===== src/rtl/symbol_packer_if.sv =====
// Symbol-in / word-out handshake bundle for symbol_packer.
// slave = packer side, master = symbol source / word consumer side.
interface symbol_packer_if #(
    parameter int SYM_W    = 2,
    parameter int MAX_SYMS = 4,
    parameter int LEN_W    = $clog2(MAX_SYMS + 1)
);
    logic                      enable;
    logic                      in_valid;
    logic [SYM_W-1:0]          in_sym;
    logic                      in_ready;
    logic                      flush;
    logic [SYM_W*MAX_SYMS-1:0] out_word;
    logic [LEN_W-1:0]          out_len;
    logic                      out_ovf;
    logic                      out_valid;
    logic                      out_ready;

    modport master (
        output enable, in_valid, in_sym, flush, out_ready,
        input  in_ready, out_word, out_len, out_ovf, out_valid
    );

    modport slave (
        input  enable, in_valid, in_sym, flush, out_ready,
        output in_ready, out_word, out_len, out_ovf, out_valid
    );
endinterface


===== src/rtl/symbol_packer.sv =====
// Packs up to MAX_SYMS Morse symbols (first symbol in MSBs) into one word with length/overflow.
// Optional macro SYMBOL_PACKER_AUTO_FLUSH_EN: a word closes itself when its last slot fills.
module symbol_packer #(
    parameter int SYM_W    = 2,
    parameter int MAX_SYMS = 4,
    parameter int LEN_W    = $clog2(MAX_SYMS + 1)
) (
    input  logic            clk,
    input  logic            rst,
    symbol_packer_if.slave  bus
);
    localparam logic [0:0]       FILL    = 1'b0;
    localparam logic [0:0]       HOLD    = 1'b1;
    localparam logic [LEN_W-1:0] MAX_CNT = LEN_W'(MAX_SYMS);

    logic [0:0]                       state_reg;
    logic [LEN_W-1:0]                 count_reg;
    logic [LEN_W-1:0]                 count_next;
    logic                             ovf_reg;
    logic                             ovf_next;
    logic [MAX_SYMS-1:0][SYM_W-1:0]   slot_reg;
    logic [MAX_SYMS-1:0][SYM_W-1:0]   slot_next;
    logic [SYM_W*MAX_SYMS-1:0]        word_next;
    logic [SYM_W*MAX_SYMS-1:0]        out_word_reg;
    logic [LEN_W-1:0]                 out_len_reg;
    logic                             out_ovf_reg;
    logic                             sym_acc;
    logic                             flush_acc;
    logic                             full;
    logic                             auto_close;
    logic                             close;

    always_comb begin
        sym_acc    = bus.enable && bus.in_valid && (state_reg == FILL);
        flush_acc  = bus.enable && bus.flush && (state_reg == FILL);
        full       = (count_reg == MAX_CNT);
        count_next = (sym_acc && !full) ? count_reg + LEN_W'(1) : count_reg;
        ovf_next   = ovf_reg | (sym_acc && full);
`ifdef SYMBOL_PACKER_AUTO_FLUSH_EN
        auto_close = sym_acc && (count_reg == MAX_CNT - LEN_W'(1));
`else
        auto_close = 1'b0;
`endif
        // A flush that lands on an empty word produces nothing.
        close = (flush_acc && (count_next != '0)) || auto_close;
    end

    // Slot 0 maps to the MSBs so the first symbol received leads the word.
    generate
        for (genvar gi = 0; gi < MAX_SYMS; gi++) begin : g_slot
            assign slot_next[gi] = (sym_acc && (count_reg == LEN_W'(gi))) ? bus.in_sym
                                                                           : slot_reg[gi];
            assign word_next[SYM_W*(MAX_SYMS-gi)-1 -: SYM_W] = slot_next[gi];
        end
    endgenerate

    always_ff @(posedge clk or negedge rst) begin
        if (!rst) begin
            state_reg    <= FILL;
            count_reg    <= '0;
            ovf_reg      <= 1'b0;
            slot_reg     <= '0;
            out_word_reg <= '0;
            out_len_reg  <= '0;
            out_ovf_reg  <= 1'b0;
        end else if (state_reg == FILL) begin
            if (close) begin
                out_word_reg <= word_next;
                out_len_reg  <= count_next;
                out_ovf_reg  <= ovf_next;
                // Clearing slots keeps unused low slots of the next word at zero.
                count_reg    <= '0;
                ovf_reg      <= 1'b0;
                slot_reg     <= '0;
                state_reg    <= HOLD;
            end else begin
                count_reg    <= count_next;
                ovf_reg      <= ovf_next;
                slot_reg     <= slot_next;
            end
        end else if (bus.out_ready) begin
            state_reg <= FILL;
        end
    end

    assign bus.in_ready  = (state_reg == FILL);
    assign bus.out_valid = (state_reg == HOLD);
    assign bus.out_word  = out_word_reg;
    assign bus.out_len   = out_len_reg;
    assign bus.out_ovf   = out_ovf_reg;
endmodule


===== src/flat_wrapper.sv =====
// flat-port wrapper written by rule: the top's interface ports become plain ports
module symbol_packer_flat 
#(
    parameter int SYM_W    = 2,
    parameter int MAX_SYMS = 4,
    parameter int LEN_W    = $clog2(MAX_SYMS + 1)
)
  (clk, rst, bus_enable, bus_in_valid, bus_in_sym, bus_flush, bus_out_ready, bus_in_ready, bus_out_word, bus_out_len, bus_out_ovf, bus_out_valid);
  symbol_packer_if #(.SYM_W(SYM_W), .MAX_SYMS(MAX_SYMS), .LEN_W(LEN_W)) bus_i ();
  input  logic clk;
  input  logic rst;
  input wire logic [$bits(bus_i.enable)-1:0] bus_enable;
  input wire logic [$bits(bus_i.in_valid)-1:0] bus_in_valid;
  input wire logic [$bits(bus_i.in_sym)-1:0] bus_in_sym;
  input wire logic [$bits(bus_i.flush)-1:0] bus_flush;
  input wire logic [$bits(bus_i.out_ready)-1:0] bus_out_ready;
  output wire logic [$bits(bus_i.in_ready)-1:0] bus_in_ready;
  output wire logic [$bits(bus_i.out_word)-1:0] bus_out_word;
  output wire logic [$bits(bus_i.out_len)-1:0] bus_out_len;
  output wire logic [$bits(bus_i.out_ovf)-1:0] bus_out_ovf;
  output wire logic [$bits(bus_i.out_valid)-1:0] bus_out_valid;
  assign bus_i.enable = bus_enable;
  assign bus_i.in_valid = bus_in_valid;
  assign bus_i.in_sym = bus_in_sym;
  assign bus_i.flush = bus_flush;
  assign bus_i.out_ready = bus_out_ready;
  assign bus_in_ready = bus_i.in_ready;
  assign bus_out_word = bus_i.out_word;
  assign bus_out_len = bus_i.out_len;
  assign bus_out_ovf = bus_i.out_ovf;
  assign bus_out_valid = bus_i.out_valid;
  symbol_packer #(.SYM_W(SYM_W), .MAX_SYMS(MAX_SYMS), .LEN_W(LEN_W)) u_core (.clk(clk), .rst(rst), .bus(bus_i));
endmodule

===== config.mk =====
export PLATFORM = sky130hd
export DESIGN_NAME = symbol_packer_flat
export DESIGN_NICKNAME = d
export VERILOG_FILES = /design/src/rtl/symbol_packer_if.sv /design/src/rtl/symbol_packer.sv /design/src/flat_wrapper.sv
export SDC_FILE = /design/constraint.sdc
export NUM_CORES = 1
export LEC_CHECK = 0
export CORE_UTILIZATION = 55
export CTS_BUF_LIST = sky130_fd_sc_hd__clkbuf_8
export CTS_CLUSTER_DIAMETER = 40
export DETAILED_ROUTE_END_ITERATION = 8
export DONT_BUFFER_PORTS = 1
export PLACE_DENSITY = 0.72
export SLEW_MARGIN = 20
export SYNTH_ARGS = -nofsm -noshare
export SYNTH_HDL_FRONTEND = slang
export SYNTH_SLANG_ARGS = --single-unit
export TNS_END_PERCENT = 10

===== constraint.sdc =====
create_clock -name clk -period 2.7 [get_ports clk]
set_input_delay 0.27 -clock clk [delete_from_list [all_inputs] [get_ports clk]]
set_output_delay 0.27 -clock clk [all_outputs]
set_load 0.005 [all_outputs]

* After elaboration in Yosys (flattened, before gate mapping) *
Cells that the tools add are included.

word-level totals
  register bits after elaboration = 25
  latch bits = 0
  memory bits (writable) = 0
  bits in read-only memories = 0
  bits of input ports = 8
  output and inout bits = 14
  word-level logic and storage cells = 43
  memories kept = 0

cells by class
  $add $sub $neg = 1
  multipliers = 0
  divide/modulo/power cells = 0
  magnitude comparators = 0
  equal/unequal tests = 4
  shift-type cells = 0
  mux-type cells = 11
  bitwise operators = 2
  reductions and logical operators = 15

operator list
  kind                                                                   count
  1-bit logical AND                                                      11
  2-bit 2-to-1 mux                                                       4
  8-bit 2-to-1 mux                                                       1
  3-bit by 2-bit equality test with 1-bit output, second input constant  2
  3-bit 2-to-1 mux                                                       2
  1-bit 2-to-1 mux                                                       4
  3-bit by 1-bit adder with 3-bit output, second input constant          1
  3-bit by 1-bit equality test with 1-bit output, second input constant  1
  3-bit equality test, second input constant                             1
  3-bit logical NOT                                                      1
  3-bit nonzero test                                                     1
  2-bit AND reduction                                                    1
  1-bit logical NOT                                                      1
  1-bit NOT                                                              1
  1-bit bitwise OR                                                       1

* Depth between registers and ports, before layout *
Gate-level depths: netlist of the first run.

  depth after elaboration = 8
  depth in mapped cells = 7
  mapped depth without buffers = 6

* Worst setup path before layout of the first run *
No wires, ideal clock.

  path kind = register to register
  start = reg u_core.count_reg[0]
  end = reg u_core.out_len_reg[1], in the netlist u_core.bus.out_len[1]
  library setup time = 0.125 ns
  arrival time = 1.774 ns
  data required time = 2.575 ns
  slack = 0.801 ns
  cell stages (with the launch flop) = 7
  buffers on the path = 1
  period minus slack after synthesis = 1.899 ns
  cells stage by stage = dfrtp_1 ha_1 ha_1 o22a_1 o22ai_2 buf_6 mux2_4

on the way
  longest elaborated chain between the ends = 7
  elaborated cells on any way between the ends = 8
  classes of those cells = add/sub: 1; eq/ne: 1; mux: 1; reduce/logical: 5

ends and longest elaborated chain
  what                                                                            line                 source
  start, declared                                                                 symbol_packer.sv:17  logic [LEN_W-1:0] count_reg;
  start signal, assigned                                                          symbol_packer.sv:77  count_reg <= count_next;
  branches (longest 3 deep; another with 3-bit by 1-bit adder with 3-bit output)  -
  3-bit 2-to-1 mux (*)                                                            symbol_packer.sv:37  count_next = (sym_acc && !full) ? count_reg + LEN_W'(1) : count_reg;
  3-bit nonzero test                                                              symbol_packer.sv:45  close = (flush_acc && (count_next != '0)) || auto_close;
  1-bit logical AND                                                               symbol_packer.sv:45
  2-bit AND reduction (no source line)                                            -
  end signal, assigned                                                            symbol_packer.sv:69  out_len_reg <= count_next;
  end, declared                                                                   symbol_packer.sv:25  logic [LEN_W-1:0] out_len_reg;

Every way passes the cells marked *.
A chain may end at the register's enable or synchronous reset.

* Final worst setup path of the first run *
  start = reg u_core.count_reg[0]
  end = reg u_core.out_word_reg[6], in the netlist u_core.bus.out_word[6]

on the way
  longest elaborated chain between the ends = 7
  elaborated cells on any way between the ends = 11
  classes of those cells = add/sub: 1; eq/ne: 1; mux: 2; reduce/logical: 7

ends and longest elaborated chain
  what                                                                            line                 source
  branches (longest 7 deep; another with 3-bit by 1-bit adder with 3-bit output)  -
  end signal, assigned                                                            symbol_packer.sv:68  out_word_reg <= word_next;
  end, declared                                                                   symbol_packer.sv:24  logic [SYM_W*MAX_SYMS-1:0] out_word_reg;

Parallel ways; which one is timed is not known.

==> metrics, run 1 <==
setup tns final 0 ns; core area 0.00200 mm²; Max rail drop VDD 0.594 mV; first-pass GRT wire length 3460 µm; max_slew headroom 74.6%; grt ovf 0; pin count of the biggest net entering global routing 26; Compound-Gate Fraction of Synth Area 6.05%; Nets 112; Max Slew Vio Count 0; setup slack, reg-to-reg 0.51 ns; CTS tree built; buffers plus inverters on the worst setup path 2; area grow syn2layout 8.98%; max cap viols 0; mux cell area share after synthesis 19.8%; Syn Inst Count 92; vias in the first global route 749; period utilization 81.2%; critical path arrival 2.35 ns; Max stage delay on crit path 0.41 ns; met3 usage 4.09%; Clock Skew 0.00240 ns; Post-Route WL 1970 µm; final worst setup slack 0.507 ns; Clk Latency, worst-skew pair 0.27 ns; post-DP HPWL 1450 µm; Placed Area 0.00123 mm²; critical path endpoint category flop; clock sink count 25; Tightest Pin Transition 0.378 ns; met1 Use GR 26.2%; crit path launch type flop; Adder-Cell Fraction of Synth Area 5.22%; Synth Cell Area 0.00120 mm²; post-synthesis register bit count 25; status finished, final reports clean; Final Hold Vio Count 0; Leak Pwr 0.648 nW; GR Util All Layers 19.7%; Yosys cell types 25; Port Buffers 0; gpl congestion 0.795; fin crit period 2.19 ns; most frequent cells in the layout dfrtp_1 (25), mux2_2 (10), inv_1 (8), nor2b_1 (8), mux2_4 (7); maximum root-to-sink buffer count 2; H-tree depth 1; Seq/Total Area, Yosys 52.2%; Yosys warnings 0; critical path's top delay family flip-flops; dpl ws 0.533 ns; DRC 0; post-CTS setup buffer count 0; XOR/XNOR Fraction of Synth Area 0.731%; Cells on Worst Hold Path 1; synthesized area per cell 13.0 µm²; total power 1.32 mW; met2 Use GR 31.3%; syn_nets 105; largest family of logic cells by synthesized area multiplexers; R2R cell count 7; vias post-DR 686; Root Driver clkbuf_8; Diodes inserted 0; Die ar. 0.00237 mm²; critical path data required time 2.85 ns; most common cell after layout, fill and taps aside dfrtp_1; Clock transition at path regs 0.08 ns; Max Fclk 0.456 GHz; Max FO, Critical Path 16; Starting Density 59.9%; final-report setup violation count 0; Pre-antenna DRT Iters 2; proportion of layout cells with a drive suffix above 1 26.5%; DR vias/cell 5.49; power per cell area 1010 mW/mm²; unrepaired setup endpoints after global routing no; crit-path cells inv_1 > ha_1 > nor4bb_1 > o22a_1 > o22ai_2 > buf_4 > mux2_4; Crit Path Class flop to flop; Chip Height 48.7 µm; Die X 48.7 µm; busiest grt layer met2; slowest CP cell dfrtp_1; post-route cell area 0.00131 mm²; Post-Synth Simple-Gate Area 12.4%; Crit path depth 7; Hold WS 0.0793 ns; io pins 22; CTS Buf Count 3; WL/cell 15.8 µm; DR iter-0 viols 4; standard-cell rows 16; post-route ant nets 0; initial antenna violation count 0; Min-Delay Path Class input port to flop
## synth_stat cells
cell type,count,area (µm²)
nor4bb_1,1,10.0
mux2_2,10,113
a21o_1,1,7.51
a211oi_1,1,7.51
mux2i_1,2,20.0
nand2_1,6,22.5
and2_1,2,12.5
buf_6,1,11.3
o22a_1,1,8.76
nor2_1,3,11.3
ha_1,5,62.6
buf_2,1,5.00
and3b_1,2,17.5
nand3_1,1,5.00
o22ai_1,2,12.5
mux2_4,7,105
inv_1,7,26.3
o41ai_2,1,16.3
nand3b_1,1,7.51
o21bai_1,1,7.51
xnor2_1,1,8.76
o22ai_2,1,12.5
nor2b_1,8,50.1
and4bb_2,1,12.5
dfrtp_1,25,626
## final cells by class
type                            count  area (µm²)
Clock buffer                        3        41.3
Timing Repair Buffer                4        45.0
Inverter                            7        26.3
Fill cell                         164         696
Multi-Input combinational cell     58         531
Sequential cell                    25         626
Clock inverter                      1        3.75
Tap cell                           27        33.8
## timing repair
action                    CTS  global route
resized for setup           0             0
hold buffers                2             0
hold endpoints to repair   25             0
## routing by layer
layer	share of wire (%)	routed length [µm]
met1	45	881
met2	50	985
met3	3.8	75
met4	1.5	29
met5	0	0
## cells by family (layout without fill, tap and decap cells)
logic type / Yosys count / after routing
xor gates and xnor gates: 1 / 1
AOI/OAI and AO/OA: 8 / 8
muxes: 19 / 19
and+or+nand+nor: 25 / 25
DFF: 25 / 25
buffers and inverters: 9 / 15
adders and majority gates: 5 / 5
## where the power goes
part           internal [mW]  switching, mW  total [mW]
Clock                  0.102          0.110       0.211
Combinational          0.265          0.221       0.485
Sequential             0.523         0.0987       0.622
Total                  0.889          0.429        1.32
## final timing paths
kind | end | from
worst max-delay path | u_core.bus.out_word[6]$_DFFE_PN0P_ | u_core.count_reg[0]$_DFFE_PN0N_
worst min-delay path | u_core.bus.out_valid$_DFF_PN0_ | bus_out_ready
worst max register to register | u_core.bus.out_word[6]$_DFFE_PN0P_ | u_core.count_reg[0]$_DFFE_PN0N_
worst min register to register | u_core.bus.out_word[0]$_DFFE_PN0P_ | u_core.bus.out_word[0]$_DFFE_PN0P_
max in group asynchronous | u_core.bus.out_word[4]$_DFFE_PN0P_ | rst
min in group asynchronous | u_core.bus.out_word[1]$_DFFE_PN0P_ | rst
## per-stage QoR
| step | std cells | util (%) |
|---|---|---|
| after CTS | 125 | 65.3 |
| after global routing | 125 | 65.3 |
| after global placement | 119 | 61.5 |
| after detailed placement | 119 | 61.5 |
| after floorplan | 92 | - |
| final | 125 | 65.3 |
Note: power is estimated with default switching activity, not from simulation.
==> run 2: changes to the inputs <==
- ABC_AREA: default -> 1
- PLACE_DENSITY: 0.72 -> 0.75
- clock period: 2.7 -> 1.85 ns (I/O delays scaled with it)
==> metrics, run 2 <==
vias post-DR 910; Diodes inserted 0; Clk Latency, worst-skew pair 0.26 ns; Synth Cell Area 0.00120 mm²; critical path data required time 2.01 ns; Max Fclk 0.586 GHz; pin count of the biggest net entering global routing 26; Hold WS 0.0448 ns; post-synth top area share 52.3%; syn_nets 144; CTS Buf Count 3; H-tree depth 1; Clock transition at path regs 0.08 ns; max_slew headroom 64.8%; vias in the first global route 907; maximum root-to-sink buffer count 2; post-route ant nets 0; initial antenna violation count 0; CTS tree built; Chip Height 48.6 µm; critical path endpoint category flop; Crit Path Class flop to flop; fin crit period 1.71 ns; most common cell after layout, fill and taps aside nand2_1; ys flop type dfrtp_1; crit path from u_core.count_reg[0]$_DFFE_PN0N_; Tightest Pin Transition 0.529 ns; Post-Route WL 2270 µm; DR vias/cell 5.45; Max Slew Vio Count 0; synthesized area per cell 9.13 µm²; Die X 48.6 µm; Post-Layout Cell Count 167; Max stage delay on crit path 0.42 ns; Max rail drop VDD 0.839 mV; first-pass GRT wire length 3820 µm; Synth async-reset ratio 100%; Starting Density 59.7%; slowest CP cell dfrtp_1; max cap viols 0; Critical Path Sink u_core.bus.out_word[6]$_DFFE_PN0P_; io pins 22; critical path's top delay family simple AND/OR/NAND/NOR gates; power per cell area 1490 mW/mm²; DRC 0; gpl congestion 0.779; Leak Pwr 0.685 nW; critical path arrival 1.86 ns; Synth top cells by count nand2_1 (39), dfrtp_1 (25), nand3_1 (17); grt ovf 0; post-synthesis register bit count 25; R2R Path End u_core.bus.out_word[6]$_DFFE_PN0P_; Seq/Total Area, Yosys 52.3%; clock sink count 25; Crit path depth 8; Die ar. 0.00237 mm²; dpl cells 155; status finished, final reports clean; R2R cell count 8; count leader, synth nand2_1; Final Hold Vio Count 0; crit-path cells ha_1 > ha_1 > nand3_1 > nand2_2 > nand3_4 > buf_4 > nand3_1 > nand2_1; Cells on Worst Hold Path 1; Yosys warnings 0; leading area contributor after synthesis dfrtp_1; synth top area cells dfrtp_1 (52%), nand2_1 (12%), nand3_1 (7.1%), ha_1 (5.2%), a21boi_0 (5.0%); Pre-antenna DRT Iters 4; WL/cell 13.6 µm; GR Util All Layers 20.9%; final-report setup violation count 0; Nets 154; Max FO, Critical Path 7; proportion of layout cells with a drive suffix above 1 14.3%; period utilization 92.3%; RR Startpoint u_core.count_reg[0]$_DFFE_PN0N_; Placed Area 0.00121 mm²; Clock Skew 0.000595 ns; post-route cell area 0.00133 mm²; area grow syn2layout 11.3%; setup slack, reg-to-reg 0.14 ns; Root Driver clkbuf_8; unrepaired setup endpoints after global routing no; setup tns final 0 ns; number of flops mapped to enable cells by yosys 0; Yosys cell types 17; most frequent cells in the layout nand2_1 (38), dfrtp_1 (25), nand3_1 (17); Port Buffers 0; core area 0.00200 mm²; standard-cell rows 16; crit path launch type flop; post-DP HPWL 1550 µm; Min-Delay Path Class input port to flop; DR iter-0 viols 12; buffers plus inverters on the worst setup path 1; Syn Inst Count 131
## run 2: cell types whose count changed in the layout (fill, tap and decap cells not counted), moves of 4 or more
cell      change
nand2_1      +32
nand3_1      +16
mux2_2       -10
o21ai_0       +9
a21boi_0      +8
nor2b_1       -8
mux2_4        -7
nand2_2       +5
buf_4         +4
## run 2: cell families (layout without fill, tap and decap cells)
logic type / count (synthesis) / after routing / synth area share, %
AND/OR/NAND/NOR: 69 / 70 / 27.7
flip-flops: 25 / 25 / 52.3
AO/OA/AOI/OAI: 18 / 18 / 9.41
buffers and inverters: 14 / 22 / 5.34
adder cells (fa/ha/maj): 5 / 5 / 5.23
## run 2: metal layers
metal  track usage [%]  part of all wire (%)  up-vias  routed length (µm)
li1                  -                     -      444                   -
met1              27.1                    44      424                1000
met2              33.1                    48       32                1090
met3              5.97                   5.0       10                 114
met4              8.33                   3.0        0                  67
met5                 0                     0        -                   0
## run 2: where the power goes
part	internal (mW)	leakage [nW]	total (mW)	switching (mW)
combinational	0.301	0.327	0.774	0.473
sequential	0.753	0.333	0.898	0.145
clock	0.150	0.0255	0.310	0.159
## run 2: worst min-delay path by stage
| stage | slack [ns] | end | from |
|---|---|---|---|
| 4_1_cts | 0.04 | u_core.bus.out_valid$_DFF_PN0_ | bus_out_ready |
| 3_5_place_dp | -0.11 | u_core.bus.out_len[1]$_DFFE_PN0P_ | rst |
| 3_3_place_gp | -0.11 | u_core.bus.out_valid$_DFF_PN0_ | rst |
| 5_1_grt | 0.06 | u_core.bus.out_valid$_DFF_PN0_ | bus_out_ready |
| 6_report | 0.04 | u_core.bus.out_valid$_DFF_PN0_ | bus_out_ready |
| 2_1_floorplan | -0.11 | u_core.bus.out_len[0]$_DFFE_PN0P_ | rst |
## run 2: timing repair
item,in CTS,in global routing
hold buffers,1,1
endpoints found under the setup margin,0,16
buffers inserted,0,5
hold endpoints to repair,25,25
resized for setup,0,2
## run 2: final cells by class
type,instances,area (µm²)
fillers,171,671
flip-flops and latches,25,626
multi-input cells,93,528
repair buffers,8,60.1
clock buffers,3,41.3
inverters,10,37.5
well taps,27,33.8
clock inverters,1,5.00
## run 2: metrics by stage
stage	setup WS (ns)	util [%]	power (mW)
2_1_floorplan	0.306	-	1.40
3_3_place_gp	0.153	60.5	1.49
3_5_place_dp	0.0533	60.5	1.53
4_1_cts	0.0296	63.3	1.86
5_1_grt	0.0299	66.5	2.15
6_report	0.143	66.5	1.98
==> run 3: changes to the inputs <==
- CORE_UTILIZATION: 55 -> 54
- CTS_BUF_LIST: sky130_fd_sc_hd__clkbuf_8 -> default
- PLACE_DENSITY: 0.75 -> 0.74
==> metrics, run 3 (synthesized netlist as in run 2, its figures left out) <==
status finished, final reports clean; R2R Path End u_core.ovf_reg$_DFFE_PN0N_; crit path from u_core.count_reg[1]$_DFFE_PN0N_; switching share of power 41.5%; total power 1.85 mW; Final Hold Vio Count 0; post-route ant nets 0; core area 0.00202 mm²; Clock Skew 0.00282 ns; GR Util All Layers 19.7%; cell-internal power 1.08 mW; Max Fclk 0.598 GHz; WL/cell 13.2 µm; proportion of layout cells with a drive suffix above 1 12.2%; clock sink count 25; busiest grt layer met2; vias in the first global route 809; worst hold start bus_flush; Min-Delay Path Class input port to flop; Die ar. 0.00241 mm²; crit-path cells inv_1 > ha_1 > nand2_1 > nand2_1 > nand2_1 > nand2_2 > nand3_4 > nand2_8 > inv_1 > nor2_1; met2 Use GR 32.2%; R2R cell count 10; pin count of the biggest net entering global routing 26; Chip Height 49.1 µm; most frequent cells in the layout nand2_1 (39), dfrtp_1 (25), nand3_1 (17); Post-Route WL 2200 µm; final-report setup violation count 0; maximum root-to-sink buffer count 2; Root Driver clkbuf_4; fin crit period 1.67 ns; Reg power frac 48.1%; gpl congestion 0.767; power per cell area 1420 mW/mm²; Hold WS 0.237 ns; first-pass GRT wire length 3590 µm; slowest CP cell dfrtp_1; RR Startpoint u_core.count_reg[1]$_DFFE_PN0N_; critical path endpoint category flop; met3 usage 4.36%; Die X 49.1 µm; setup slack, reg-to-reg 0.18 ns; H-tree depth 1; grt ovf 0; Crit Path Class flop to flop; clock share of power 12.5%; io pins 22; area grow syn2layout 9.31%; vias post-DR 848; Starting Density 59.2%; Max rail drop VDD 0.795 mV; fillcell total 169; Diodes inserted 0; Comb pwr share 39.4%; period utilization 90.4%; crit path launch type flop; Max FO, Critical Path 14; Clk Latency, worst-skew pair 0.31 ns; DRC 0; met1 Use GR 25.6%; Crit path top cell by count nand2_1; Net Sw Power 768 µW; Pre-antenna DRT Iters 4; Critical Path Sink u_core.ovf_reg$_DFFE_PN0N_; Port Buffers 0; initial antenna violation count 0; Clock transition at path regs 0.13 ns; max cap viols 0; Max stage delay on crit path 0.42 ns; dpl ws 0.103 ns; max_slew headroom 62.6%; CTS Buf Count 3; Crit path depth 10; Max Slew Vio Count 0; setup tns final 0 ns; most common cell after layout, fill and taps aside nand2_1; buffers plus inverters on the worst setup path 2; critical path data required time 2.10 ns; Tightest Pin Transition 0.559 ns; standard-cell rows 16; DR iter-0 viols 25; DR vias/cell 5.11; critical path's top delay family simple AND/OR/NAND/NOR gates; post-DP HPWL 1550 µm; Cells on Worst Hold Path 4; final worst setup slack 0.177 ns; Leak Pwr 0.672 nW; dpl cells 156; critical path arrival 1.92 ns; Post-Layout Cell Count 166; CTS tree built; Nets 153
==> run 3: changes by cell type in the layout (fill, tap and decap cells not counted), sizes merged <==
cell and change:
buf -3, dlygate4sd3 +1, nand3 +1
==> run 3: stage by stage <==
step           utilization [%]  area, µm²
3_5_place_dp              60.3       1220
6_report                  64.7       1310
4_1_cts                   62.6       1270
3_3_place_gp              60.3       1220
2_1_floorplan                -       1200
5_1_grt                   64.7       1310
==> run 3: how the worst min path moves through the flow <==
stage	to	slack [ns]
floorplan	u_core.bus.out_len[0]$_DFFE_PN0P_	-0.11
global placement	u_core.bus.out_len[1]$_DFFE_PN0P_	-0.11
detailed placement	u_core.bus.out_valid$_DFF_PN0_	-0.11
CTS	u_core.bus.out_len[2]$_DFFE_PN0P_	0.17
global route	u_core.bus.out_ovf$_DFFE_PN0P_	0.24
finish	u_core.bus.out_len[2]$_DFFE_PN0P_	0.24
==> run 3: timing repair <==
action,4_1_cts,5_1_grt
setup endpoints to repair,0,15
endpoints found under the hold margin,26,25
gates resized for setup,0,1
hold buffers,2,1
setup buffers,0,1
==> run 3: worst min-delay path: stages <==
cell,delay [ns]
nand2_1,0.04
nor2_1,0.12
nand3_1,0.12
nand2_1,0.05
==> run 3: power by group through the flow <==
stage | Clock (mW) | Combinational [mW] | Sequential, mW
detailed placement | 0 | 0.623 | 0.907
finish | 0.232 | 0.729 | 0.892
global route | 0.269 | 0.837 | 0.916
CTS | 0.244 | 0.639 | 0.894
floorplan | 0 | 0.529 | 0.873
global placement | 0 | 0.592 | 0.899
==> run 3: layout make-up <==
type / count / area [µm²] / share of cell area (%)
clock buffer: 3 / 22.5 / 1.72
clock inverter: 1 / 5.00 / 0.383
inverter: 10 / 37.5 / 2.87
multi-input combinational: 94 / 536 / 41.0
sequential: 25 / 626 / 47.8
tap: 27 / 33.8 / 2.58
timing repair buffer: 6 / 47.5 / 3.64
==> run 3: per-layer routing <==
metal / wire [µm] / share of wire, % / vias to the layer above
li1: - / - / 442
met1: 969 / 44 / 376
met2: 1110 / 50 / 28
met3: 107 / 4.9 / 2
met4: 12 / 0.55 / 0
met5: 0 / 0 / -
